===== src/rtl/mio_counter3_if.sv =====
// Bus-side signal bundle for the three-channel MIO timer.
// The master is the bus decoder; the slave is the timer peripheral.
interface mio_counter3_if;
    logic        counter_we;
    logic [1:0]  addr;
    logic [31:0] Peripheral_in;
    logic [31:0] counter_out;
    logic        counter0_out;
    logic        counter1_out;
    logic        counter2_out;

    modport master (
        output counter_we,
        output addr,
        output Peripheral_in,
        input  counter_out,
        input  counter0_out,
        input  counter1_out,
        input  counter2_out
    );

    modport slave (
        input  counter_we,
        input  addr,
        input  Peripheral_in,
        output counter_out,
        output counter0_out,
        output counter1_out,
        output counter2_out
    );
endinterface


===== src/rtl/mio_counter3.sv =====
// Three-channel programmable timer: one-shot, periodic pulse and square-wave
// modes, driven by a shared free-running prescaler tick.
module mio_counter3 #(
    parameter int unsigned PRESCALE = 1
) (
    input  logic            clk,
    input  logic            rst,
    mio_counter3_if.slave   bus
);
    localparam logic [15:0] PRE_MAX  = 16'(PRESCALE - 1);
    localparam logic [1:0]  MODE_PER = 2'b01;
    localparam logic [1:0]  MODE_SQR = 2'b10;

    logic [15:0]      pre_q, pre_d;
    logic             tick;
    logic [2:0][31:0] reload_q, reload_d;
    logic [2:0][31:0] count_q, count_d;
    logic [2:0]       out_q, out_d;
    logic [10:0]      ctrl_q, ctrl_d;
    logic             ctrl_wr;
    logic [31:0]      rdata;

    always_comb begin
        tick     = (pre_q == PRE_MAX);
        pre_d    = tick ? 16'd0 : pre_q + 16'd1;
        reload_d = reload_q;
        count_d  = count_q;
        out_d    = out_q;
        ctrl_wr  = bus.counter_we && (bus.addr == 2'b11);
        ctrl_d   = ctrl_wr ? (bus.Peripheral_in[10:0] & 11'h777) : ctrl_q;

        for (int n = 0; n < 3; n++) begin
            if (bus.counter_we && (bus.addr == 2'(n))) begin
                reload_d[n] = bus.Peripheral_in;
                count_d[n]  = bus.Peripheral_in;
                out_d[n]    = 1'b0;
            end else if (tick && ctrl_q[4*n+2]) begin
                // Counting uses the control value in effect before this edge.
                if (ctrl_q[4*n +: 2] == MODE_PER || ctrl_q[4*n +: 2] == MODE_SQR) begin
                    if (count_q[n] > 32'd1) begin
                        count_d[n] = count_q[n] - 32'd1;
                        if (ctrl_q[4*n +: 2] == MODE_PER) begin
                            out_d[n] = 1'b0;
                        end
                    end else if (reload_q[n] != 32'd0) begin
                        count_d[n] = reload_q[n];
                        out_d[n]   = (ctrl_q[4*n +: 2] == MODE_PER) ? 1'b1 : ~out_q[n];
                    end
                end else if (count_q[n] != 32'd0) begin
                    count_d[n] = count_q[n] - 32'd1;
                    if (count_q[n] == 32'd1) begin
                        out_d[n] = 1'b1;
                    end
                end
            end

            if (ctrl_wr && (ctrl_d[4*n +: 2] != ctrl_q[4*n +: 2])) begin
                out_d[n] = 1'b0;
            end
        end
    end

    always_ff @(posedge clk) begin
        if (rst) begin
            pre_q    <= '0;
            reload_q <= '0;
            count_q  <= '0;
            out_q    <= '0;
            ctrl_q   <= '0;
        end else begin
            pre_q    <= pre_d;
            reload_q <= reload_d;
            count_q  <= count_d;
            out_q    <= out_d;
            ctrl_q   <= ctrl_d;
        end
    end

    // Control readback carries the live channel outputs in bits [15:13].
    always_comb begin
        case (bus.addr)
            2'b00:   rdata = count_q[0];
            2'b01:   rdata = count_q[1];
            2'b10:   rdata = count_q[2];
            default: rdata = {16'h0000, out_q, 2'b00, ctrl_q};
        endcase
    end

    assign bus.counter_out  = rdata;
    assign bus.counter0_out = out_q[0];
    assign bus.counter1_out = out_q[1];
    assign bus.counter2_out = out_q[2];
endmodule


===== src/flat_wrapper.sv =====
// flat-port wrapper written by rule: the top's interface ports become plain ports
module mio_counter3_flat 
#(
    parameter int unsigned PRESCALE = 1
)
  (clk, rst, bus_counter_we, bus_addr, bus_Peripheral_in, bus_counter_out, bus_counter0_out, bus_counter1_out, bus_counter2_out);
  mio_counter3_if bus_i ();
  input  logic clk;
  input  logic rst;
  input wire logic [$bits(bus_i.counter_we)-1:0] bus_counter_we;
  input wire logic [$bits(bus_i.addr)-1:0] bus_addr;
  input wire logic [$bits(bus_i.Peripheral_in)-1:0] bus_Peripheral_in;
  output wire logic [$bits(bus_i.counter_out)-1:0] bus_counter_out;
  output wire logic [$bits(bus_i.counter0_out)-1:0] bus_counter0_out;
  output wire logic [$bits(bus_i.counter1_out)-1:0] bus_counter1_out;
  output wire logic [$bits(bus_i.counter2_out)-1:0] bus_counter2_out;
  assign bus_i.counter_we = bus_counter_we;
  assign bus_i.addr = bus_addr;
  assign bus_i.Peripheral_in = bus_Peripheral_in;
  assign bus_counter_out = bus_i.counter_out;
  assign bus_counter0_out = bus_i.counter0_out;
  assign bus_counter1_out = bus_i.counter1_out;
  assign bus_counter2_out = bus_i.counter2_out;
  mio_counter3 #(.PRESCALE(PRESCALE)) u_core (.clk(clk), .rst(rst), .bus(bus_i));
endmodule

===== config.mk =====
export PLATFORM = sky130hd
export DESIGN_NAME = mio_counter3_flat
export DESIGN_NICKNAME = d
export VERILOG_FILES = /design/src/rtl/mio_counter3_if.sv /design/src/rtl/mio_counter3.sv /design/src/flat_wrapper.sv
export SDC_FILE = /design/constraint.sdc
export NUM_CORES = 1
export LEC_CHECK = 0
export ABC_AREA = 1
export CAP_MARGIN = 20
export CORE_MARGIN = 2
export CORE_UTILIZATION = 38
export CTS_CLUSTER_DIAMETER = 60
export CTS_CLUSTER_SIZE = 10
export DETAILED_ROUTE_END_ITERATION = 8
export HOLD_SLACK_MARGIN = 0.03
export PLACE_DENSITY = 0.54
export SYNTH_ARGS = -nofsm -noshare
export SYNTH_HDL_FRONTEND = slang
export SYNTH_SLANG_ARGS = --single-unit

===== constraint.sdc =====
create_clock -name clk -period 2 [get_ports clk]
set_clock_uncertainty 0.2 [all_clocks]
set_input_delay 0.4 -clock clk [delete_from_list [all_inputs] [get_ports clk]]
set_output_delay 0.4 -clock clk [all_outputs]
set_load 0.005 [all_outputs]

==> results.toml, run 1 <==
[timing]
maxSlewHeadroom_pct = 54.6
fmaxAchievable_mhz = 440
setup_viol = 118
final_max_slew_viol_count = 0
rsz0062_at_grt = "true"
period_share_pct = 114
fin_crit_ns = 2.27
tns_ns = -17.53
worst_pin_slew_ns = 0.681
fin_ws_ns = -0.273
final-hold-violation-count = 0

[finish]
final_nets = 2892
drive_gt1_share_pct = 43.1
diodes = 0
fin_area_um2 = 23300
fin_util_pct = 65.2
syn2layout_area_growth_pct = 68.2

[setup_path]
cp-start-kind = "register"
crit_buf_inv = 4
crit_family = "buffers and inverters"
critical_path.max_stage_delay_ns = 0.34
end_kind = "output pin"
cpMaxStageDelayCell = "dfxtp_2"
critPathRequiredTime_ns = 1.40
crit_chain = "inv_2 > buf_6 > buf_4 > o22ai_4 > a21oi_2 > o21ai_2 > buf_2"
crit_fanout = 3
critPathKind = "reg -> out"
cp.arrival_ns = 1.67

[run]
drv_cap = 0

[power]
totalPowerFinal_mw = 18.8
ir_worst_vdd_v = 0.000728
powerDensity_nw_per_um2 = 808
total_leakage_power_nw = 10.4

[cts]
clkSinkCount = 220
cts-root-buf = "clkbuf_16"
ctsLongestPathBuffers = 3
htree_levels = 1
postCtsHoldBufs = 0
clkTransAtPathRegs_ns = 0.06
clock_latency_ns = 0.59
tritoncts = "done"
numCtsBuffers = 31

[placement]
postPlaceCellArea_um2 = 18300
hpwl_mm = 45.4
portBuffers = 71
place_ws_ns = -0.951
gp_congestion = 0.977

[floorplan]
die_x_um = 195
die-area_um2 = 38000
ioPinCount = 72
initial_core_util_pct = 38.8
placementRows = 69
core_um2 = 35700
dieHeight_um = 195

[drt]
drt_iter0_markers = 1356
routed_via_density = 5.34
vias = 17700
routedWlPerCell_um = 20.0
detail-route-antenna-nets = 0
wl_mm = 66.3
drt-pass1-iter-count = 5
drc = 0

[outcome]
outcome = "finished with violations"
violations = "setup timing"

[global_route]
grt_pass1_wl_mm = 93.4
grt_pass1_vias = 16700
grt_max_degree = 103
grt-ovfl-total = 0
antenna_found_initial = 4
grtUsageTotal_pct = 31.8

[synth]
synthCells = 2238
synth_seq_area_share_pct = 31.8
synthArstFlopShare_pct = 0
syn_area_per_cell_um2 = 6.19
synth_fp_nets = 2289
synth_warnings = 0
synth.distinct_cells = 43
yosys_register_bits = 220
synth_edf_count = 0
synth_area_um2 = 13900
synth_flop_cell = "dfxtp_1"

[min_path]
hold_path_class = "in -> reg"
cells in the final DEF (no fill, tap or decap), types with 15 or more instances in the layout:
| cell | count |
|---|---|
| nand2_1 | 566 |
| buf_4 | 442 |
| nor2_1 | 254 |
| dfxtp_1 | 140 |
| inv_1 | 136 |
| nand3_1 | 114 |
| a21oi_1 | 108 |
| buf_6 | 86 |
| nand2_2 | 72 |
| dfxtp_2 | 65 |
| xor2_1 | 53 |
| nor2_2 | 49 |
| nand4_1 | 47 |
| clkbuf_16 | 44 |
| nor2_4 | 41 |
| nand2_4 | 40 |
| a21oi_2 | 40 |
| o21ai_1 | 40 |
| o21ai_0 | 39 |
| buf_12 | 36 |
| inv_4 | 35 |
| inv_2 | 34 |
| o21ai_2 | 34 |
| clkdlybuf4s50_1 | 33 |
| buf_2 | 31 |
| nand3_2 | 29 |
| o22ai_1 | 28 |
| nand3_4 | 19 |
| and2_1 | 16 |
| o221ai_2 | 15 |
| dfxtp_4 | 15 |
power breakdown:
part / internal [mW] / switching (mW)
Clock: 3.00 / 2.26
Combinational: 3.88 / 4.75
Sequential: 4.68 / 0.249
area by class of cell:
type | instances | area [µm²]
Fill cell | 3164 | 12400
Sequential cell | 220 | 4540
Timing Repair inverter | 1 | 8.76
Timing Repair Buffer | 659 | 6180
Tap cell | 461 | 577
Inverter | 225 | 1040
Clock inverter | 11 | 77.6
Clock buffer | 40 | 860
Multi-Input combinational cell | 1703 | 10000
layer usage:
metal	GRT usage, %	vias up	wire (µm)
li1	-	8439	-
met4	14.0	6	3440
met2	53.8	635	31600
met3	6.75	208	5060
met1	38.7	8455	26100
met5	0	-	38
final timing paths:
kind	startpoint	end	slack, ns	cells past startpoint
min reg2reg	u_core.reload_q[37]$_SDFFE_PP0P_	u_core.reload_q[37]$_SDFFE_PP0P_	0.29	2
min	rst	u_core.count_q[3]$_SDFFE_PP0P_	0.09	3
max	u_core.count_q[65]$_SDFFE_PP0P_	bus_counter_out[1]	-0.27	7
max reg2reg	u_core.count_q[65]$_SDFFE_PP0P_	u_core.count_q[87]$_SDFFE_PP0P_	-0.25	17
worst register-to-register path, stage by stage (launching register included):
cell and delay, ns:
dfxtp_2 0.32, inv_2 0.08, buf_6 0.11, ha_4 0.14, inv_4 0.04, nor2_4 0.12
buf_6 0.11, nand3_4 0.09, nand2_4 0.09, nand3_4 0.14, buf_8 0.19, buf_12 0.15
nand2_2 0.06, nand2_1 0.04, nand2_1 0.05, nor2_1 0.04, nor2_1 0.10, nor2_1 0.05
state kept, by name (all words and copies together), names as in the netlist:
name / count
u_core.count_q: 96
u_core.reload_q: 96
u_core.pre_q: 16
u_core.ctrl_q: 9
u_core.out_q: 3
stage by stage:
| stage | hold slack (ns) | instances |
|---|---|---|
| after global placement | 0.272 | 3122 |
| after detailed placement | 0.274 | 3122 |
| after CTS | 0.110 | 3254 |
| final | 0.0889 | 3320 |
| after floorplan | 0.217 | 2238 |
| after global routing | 0.110 | 3320 |
synth_stat cells, drive strengths merged (2+ instances only):
master | instances | area (µm²)
nand3 | 162 | 903
clkbuf | 45 | 169
a21oi | 151 | 759
ha | 14 | 175
nor2 | 346 | 1440
a31oi | 2 | 12.5
or2 | 5 | 31.3
xnor2 | 6 | 52.6
inv | 224 | 841
nand3b | 5 | 37.5
nor4 | 2 | 12.5
xor2 | 53 | 464
o211ai | 2 | 15.0
nand4 | 48 | 307
nand2 | 682 | 2630
o221ai | 20 | 175
o22ai | 39 | 244
nor3b | 5 | 37.5
a211oi | 3 | 22.5
o21ai | 113 | 566
nor3 | 23 | 115
buf | 45 | 289
dfxtp | 220 | 4400
and2 | 18 | 113
cells by family (layout without fill, tap and decap cells):
| kind of cell | count (synthesis) | in the layout | synth area share [%] |
|---|---|---|---|
| flops | 220 | 220 | 31.8 |
| simple gates | 1297 | 1297 | 40.7 |
| buf+inv | 315 | 936 | 9.40 |
| fa+ha+maj | 14 | 14 | 1.26 |
| compound gates | 332 | 332 | 13.1 |
| xor+xnor | 59 | 59 | 3.73 |
| mux | 1 | 1 | 0.0722 |
what timing repair did:
| action | 4_1_cts | 5_1_grt |
|---|---|---|
| cloned | 12 | 15 |
| endpoints found under the setup margin | 160 | 137 |
| pin swaps | 90 | 161 |
| setup buffers | 73 | 70 |
| hold endpoints to repair | 0 | 0 |
| resized for setup | 566 | 387 |
No activity file was read; power rests on OpenSTA's default activity.
==> run 2: changes to the inputs <==
Clock period 2 ns to 1.91 ns, I/O delays scaled along.
==> run 2 against run 1 <==
Against the previous run:
- the run still ends with setup timing left
- utilization is 2.6 points higher
- combinational power is 12% higher
- power is 6.8% higher
- via count is 2.4% higher
- register-to-register slack worse by 0.13 ns
- largest cell class unchanged
- sequential cell count stayed put
- first-iteration DRC count is 3.2% higher
- highest routed layer is now met4
- non-clock buffer count is 88 higher
- cell area is 4.0% higher
==> results.toml, run 2 (synthesis results as in run 1) <==
[outcome]
outcome = "finished with violations"
violations = "setup timing"

[setup_path]
critPathRequiredTime_ns = 2.21
cp.arrival_ns = 2.59
critPathKind = "reg -> reg"
cp-start-kind = "register"
end_kind = "register"
crit_fanout = 5

[cts]
clkTransAtPathRegs_ns = 0.06
clock_latency_ns = 0.58
clkSinkCount = 220
tritoncts = "done"
cts-root-buf = "clkbuf_16"
ctsLongestPathBuffers = 3
numCtsBuffers = 29
htree_levels = 1

[finish]
seqCellArea_um2 = 4550
fin_util_pct = 67.8
largestRegisters = "u_core.count_q x96, u_core.reload_q x96, u_core.pre_q x16"
final_nets = 2977
layout_common_cells = "nand2_1 (526), buf_4 (518), nor2_1 (257)"
syn2layout_area_growth_pct = 74.9
drive_gt1_share_pct = 47.8
multi_input_area_um2 = 10400
final_common_cell = "nand2_1"
n_fill_cell = 3070

[drt]
drt_iter0_markers = 1399
drc = 0
wl_mm = 67.4
drt-pass1-iter-count = 6
detail-route-antenna-nets = 0
routed_via_density = 5.34
routedWlPerCell_um = 19.8
vias = 18200

[timing]
period_share_pct = 120
maxSlewHeadroom_pct = 68.5
fmaxAchievable_mhz = 437
tns_ns = -28.51
holdWs_ns = 0.0516
setup_viol = 137
final-hold-violation-count = 0
fin_ws_ns = -0.376
fin_crit_ns = 2.29
final_max_slew_viol_count = 0
rsz0062_at_grt = "true"
worst_pin_slew_ns = 0.471

[placement]
hpwl_mm = 46.0
place_ws_ns = -1.00
gp_congestion = 0.943
portBuffers = 71

[power]
comb_power_share_pct = 47.9
ir_worst_vdd_v = 0.000788
p_sw_share_pct = 38.1
total_leakage_power_nw = 10.8
totalPowerFinal_mw = 20.1
switching_power_mw = 7.65
p_int_mw = 12.5
clkPwrFrac_pct = 26.5
pwr-share-seq_pct = 25.6
powerDensity_nw_per_um2 = 830

[global_route]
antenna_found_initial = 1
grt_pass1_vias = 17300
grt-ovfl-total = 0
grtUsageTotal_pct = 33.0
grt_max_degree = 58
grt_pass1_wl_mm = 97.5

[min_path]
hold_path_class = "in -> reg"

[floorplan]
initial_core_util_pct = 38.8
placementRows = 69
core_um2 = 35700
die_x_um = 195
ioPinCount = 72
die-area_um2 = 38000
dieHeight_um = 195

[run]
drv_cap = 0
==> run 2: cell count changes in the layout (fill, tap and decap cells not counted), sizes merged <==
| cell | before | now |
|---|---|---|
| bufbuf | 0 | 2 |
| bufinv | 0 | 2 |
| clkinvlp | 12 | 6 |
| dlygate4sd2 | 3 | 1 |
| clkbuf | 55 | 46 |
| clkdlybuf4s15 | 0 | 2 |
| buf | 608 | 701 |
| clkinv | 7 | 2 |
| diode | 0 | 2 |
| inv | 218 | 222 |
==> run 2: metal layers <==
layer	vias up	routed length, µm	track usage, %
met4	0	3500	13.8
met3	216	4980	5.88
met2	722	32200	56.5
met5	-	0	0
li1	8628	-	-
met1	8605	26700	40.8
==> run 2: path summary, 6_finish.rpt <==
kind | from | endpoint | slack (ns) | cells after the start
setup / recovery | u_core.count_q[68]$_SDFFE_PP0P_ | u_core.count_q[80]$_SDFFE_PP0P_ | -0.38 | 17
hold / removal | rst | u_core.count_q[28]$_SDFFE_PP0P_ | 0.05 | 3
setup reg to reg | u_core.count_q[68]$_SDFFE_PP0P_ | u_core.count_q[80]$_SDFFE_PP0P_ | -0.38 | 17
hold reg to reg | u_core.reload_q[62]$_SDFFE_PP0P_ | u_core.reload_q[62]$_SDFFE_PP0P_ | 0.29 | 2
==> run 2: timing repair <==
action | 4_1_cts | 5_1_grt
gates cloned | 16 | 7
pin swaps | 146 | 167
endpoints found under the setup margin | 231 | 166
hold buffers | 0 | 0
setup buffers | 102 | 73
resized for setup | 658 | 422
hold endpoints to repair | 0 | 0
==> run 2: power groups by stage <==
stage	clock network (mW)	logic, mW	registers, mW
CTS	5.36	8.45	5.12
detailed placement	0	7.02	5.15
finish	5.33	9.63	5.15
global route	5.54	10.2	5.17
floorplan	0	3.56	5.18
global placement	0	7.00	5.15
==> run 2: cell type report <==
class / instances / share of cell area [%]
repair buffers: 747 / 28.2
multi-input cells: 1703 / 42.8
inverters: 225 / 4.22
flip-flops and latches: 220 / 18.8
well taps: 461 / 2.38
diodes: 2 / 0.0207
clock inverters: 7 / 0.403
clock buffers: 38 / 3.22
==> run 2: metrics by stage <==
step	std cells	cell area (µm²)
after CTS	3352	22400
after global routing	3401	24200
final	3403	24200
after global placement	3193	18900
after detailed placement	3193	18900
after floorplan	2238	13900
==> run 2: critical path: stages (launching register included) <==
cell and delay [ns]:
dfxtp_2 0.34, buf_6 0.12, nor2_4 0.17, nand2_4 0.13
inv_4 0.11, buf_6 0.10, nand3_4 0.07, nand2_4 0.11
nand3_4 0.13, buf_6 0.15, inv_4 0.05, buf_6 0.13
nand2_2 0.05, nand2_1 0.06, nand2_1 0.05, nor2_1 0.11
nor2_1 0.05, nor2_1 0.08
==> run 3: changes to the inputs <==
Settings changed: CORE_MARGIN 2 to 10.
==> run 3 against run 2 <==
Against the previous run:
- the run still ends with setup timing left
- sequential power is essentially flat
- power grew 3.7%
- worst hold slack gained 0.15 ns
- clock power grew 13%
- cell area is the same
- largest cell class unchanged
- critical path depth shrank 3
- cell count shrank 0.32%
- largest power group unchanged
- register-to-register slack is essentially flat
- first-iteration DRC count shrank 3.4%
- worst setup slack gained 0.0092 ns
- maximum frequency grew 0.40%
- sequential share of layout area is essentially flat
==> results.toml, run 3 (synthesis results as in run 1) <==
[finish]
final_nets = 2964
diodes = 0
final_common_cell = "nand2_1"
fin_util_pct = 67.8
largestRegisters = "u_core.count_q x96, u_core.reload_q x96, u_core.pre_q x16"
layout_common_cells = "nand2_1 (552), buf_4 (514), nor2_1 (253)"
fin_area_um2 = 24200
syn2layout_area_growth_pct = 74.9
drive_gt1_share_pct = 45.5

[cts]
htree_levels = 1
clock_latency_ns = 0.58
clkSinkCount = 220
ctsLongestPathBuffers = 3
cts-root-buf = "clkbuf_16"
numCtsBuffers = 31
clkTransAtPathRegs_ns = 0.06
tritoncts = "done"

[floorplan]
placementRows = 69
dieHeight_um = 211
die_x_um = 211
die-area_um2 = 44500
ioPinCount = 72
core_um2 = 35700
initial_core_util_pct = 38.8

[placement]
postPlaceCellArea_um2 = 18800
gp_congestion = 1.03
hpwl_mm = 46.3
portBuffers = 71

[drt]
wl_mm = 68.6
routed_via_density = 5.41
drt_iter0_markers = 1352
routedWlPerCell_um = 20.2
vias = 18400
drt-pass1-iter-count = 6
detail-route-antenna-nets = 0
drc = 0

[timing]
tns_ns = -32.19
period_share_pct = 119
final_max_slew_viol_count = 0
fmaxAchievable_mhz = 439
fin_ws_ns = -0.367
rsz0062_at_grt = "true"
setup_viol = 134
maxSlewHeadroom_pct = 53.8
final-hold-violation-count = 0
worst_pin_slew_ns = 0.694
fin_crit_ns = 2.28

[power]
pwr-share-seq_pct = 24.8
p_sw_share_pct = 37.1
ir_worst_vdd_v = 0.000625
p_int_mw = 13.1
clkPwrFrac_pct = 28.9
switching_power_mw = 7.72
comb_power_share_pct = 46.3
total_leakage_power_nw = 10.9
powerDensity_nw_per_um2 = 860

[setup_path]
critPathRequiredTime_ns = 2.17
reg2reg_depth = 14
critPathKind = "reg -> reg"
end_kind = "register"
cp-start-kind = "register"
cp.arrival_ns = 2.54
crit_fanout = 5

[global_route]
grt_pass1_vias = 18000
antenna_found_initial = 0
grt_max_degree = 119
grtUsageTotal_pct = 29.5
grt_pass1_wl_mm = 102
grt-ovfl-total = 0

[outcome]
outcome = "finished with violations"
violations = "setup timing"

[min_path]
hold_path_class = "in -> reg"
holdPathStages = 3

[run]
drv_cap = 0
## run 3: changes by cell type in the layout (fill, tap and decap cells not counted), moves of 10 or more
cell | previous run | this run
nand2_2 | 112 | 77
nand2_1 | 526 | 552
nand3_1 | 91 | 111
nand3_2 | 52 | 35
buf_6 | 99 | 86
nor2_4 | 39 | 51
o21ai_2 | 42 | 32
## run 3: path summary, 6_finish.rpt
path,from,slack [ns],endpoint
max,u_core.count_q[33]$_SDFFE_PP0P_,-0.37,u_core.count_q[52]$_SDFFE_PP0P_
min,rst,0.20,u_core.count_q[29]$_SDFFE_PP0P_
max reg2reg,u_core.count_q[33]$_SDFFE_PP0P_,-0.37,u_core.count_q[52]$_SDFFE_PP0P_
min reg2reg,u_core.reload_q[7]$_SDFFE_PP0P_,0.28,u_core.reload_q[7]$_SDFFE_PP0P_
## run 3: worst max-delay path: stages (launching register included)
cell     delay [ns]
dfxtp_2        0.32
inv_2          0.06
buf_6          0.12
ha_4           0.15
nand2_4        0.05
nor2_4         0.13
buf_6          0.11
nand2_1        0.06
a21oi_2        0.17
nand3_2        0.12
nand3_4        0.12
buf_6          0.16
buf_12         0.14
a21oi_2        0.05
and2_1         0.19
## run 3: through the flow
stage	worst slack [ns]	total power [mW]	hold WS (ns)	instances
after floorplan	-0.00918	8.74	0.217	2238
after global placement	-0.964	12.1	0.272	3172
after detailed placement	-0.971	12.1	0.277	3172
after CTS	-0.328	20.0	0.129	3358
after global routing	-0.456	21.7	0.214	3392
final	-0.367	20.8	0.199	3392
## run 3: final cells by class
type | instances | area [µm²]
Clock buffer | 40 | 850
Clock inverter | 11 | 191
Fill cell | 2962 | 11500
Inverter | 225 | 1040
Multi-Input combinational cell | 1703 | 10300
Sequential cell | 220 | 4550
Tap cell | 461 | 577
Timing Repair Buffer | 732 | 6740
## run 3: per-layer routing
layer	GRT usage, %	vias up	routed length, µm
met5	0	-	0
met4	15.3	0	3970
met3	4.87	241	5160
met2	49.5	823	32000
met1	35.8	8682	27500
li1	-	8616	-
## run 3: power groups by stage
stage | clock (mW) | sequential, mW | combinational, mW
floorplan | 0 | 5.18 | 3.56
global placement | 0 | 5.15 | 6.96
detailed placement | 0 | 5.16 | 6.99
CTS | 6.11 | 5.13 | 8.77
global route | 6.28 | 5.19 | 10.3
finish | 6.03 | 5.17 | 9.64
## run 3: what timing repair did
item / 4_1_cts / 5_1_grt
endpoints found under the hold margin: 0 / 0
hold buffers: 0 / 0
buffers inserted: 119 / 51
pin swaps: 161 / 165
cloned: 24 / 4
setup endpoints to repair: 146 / 150
gates resized for setup: 713 / 315
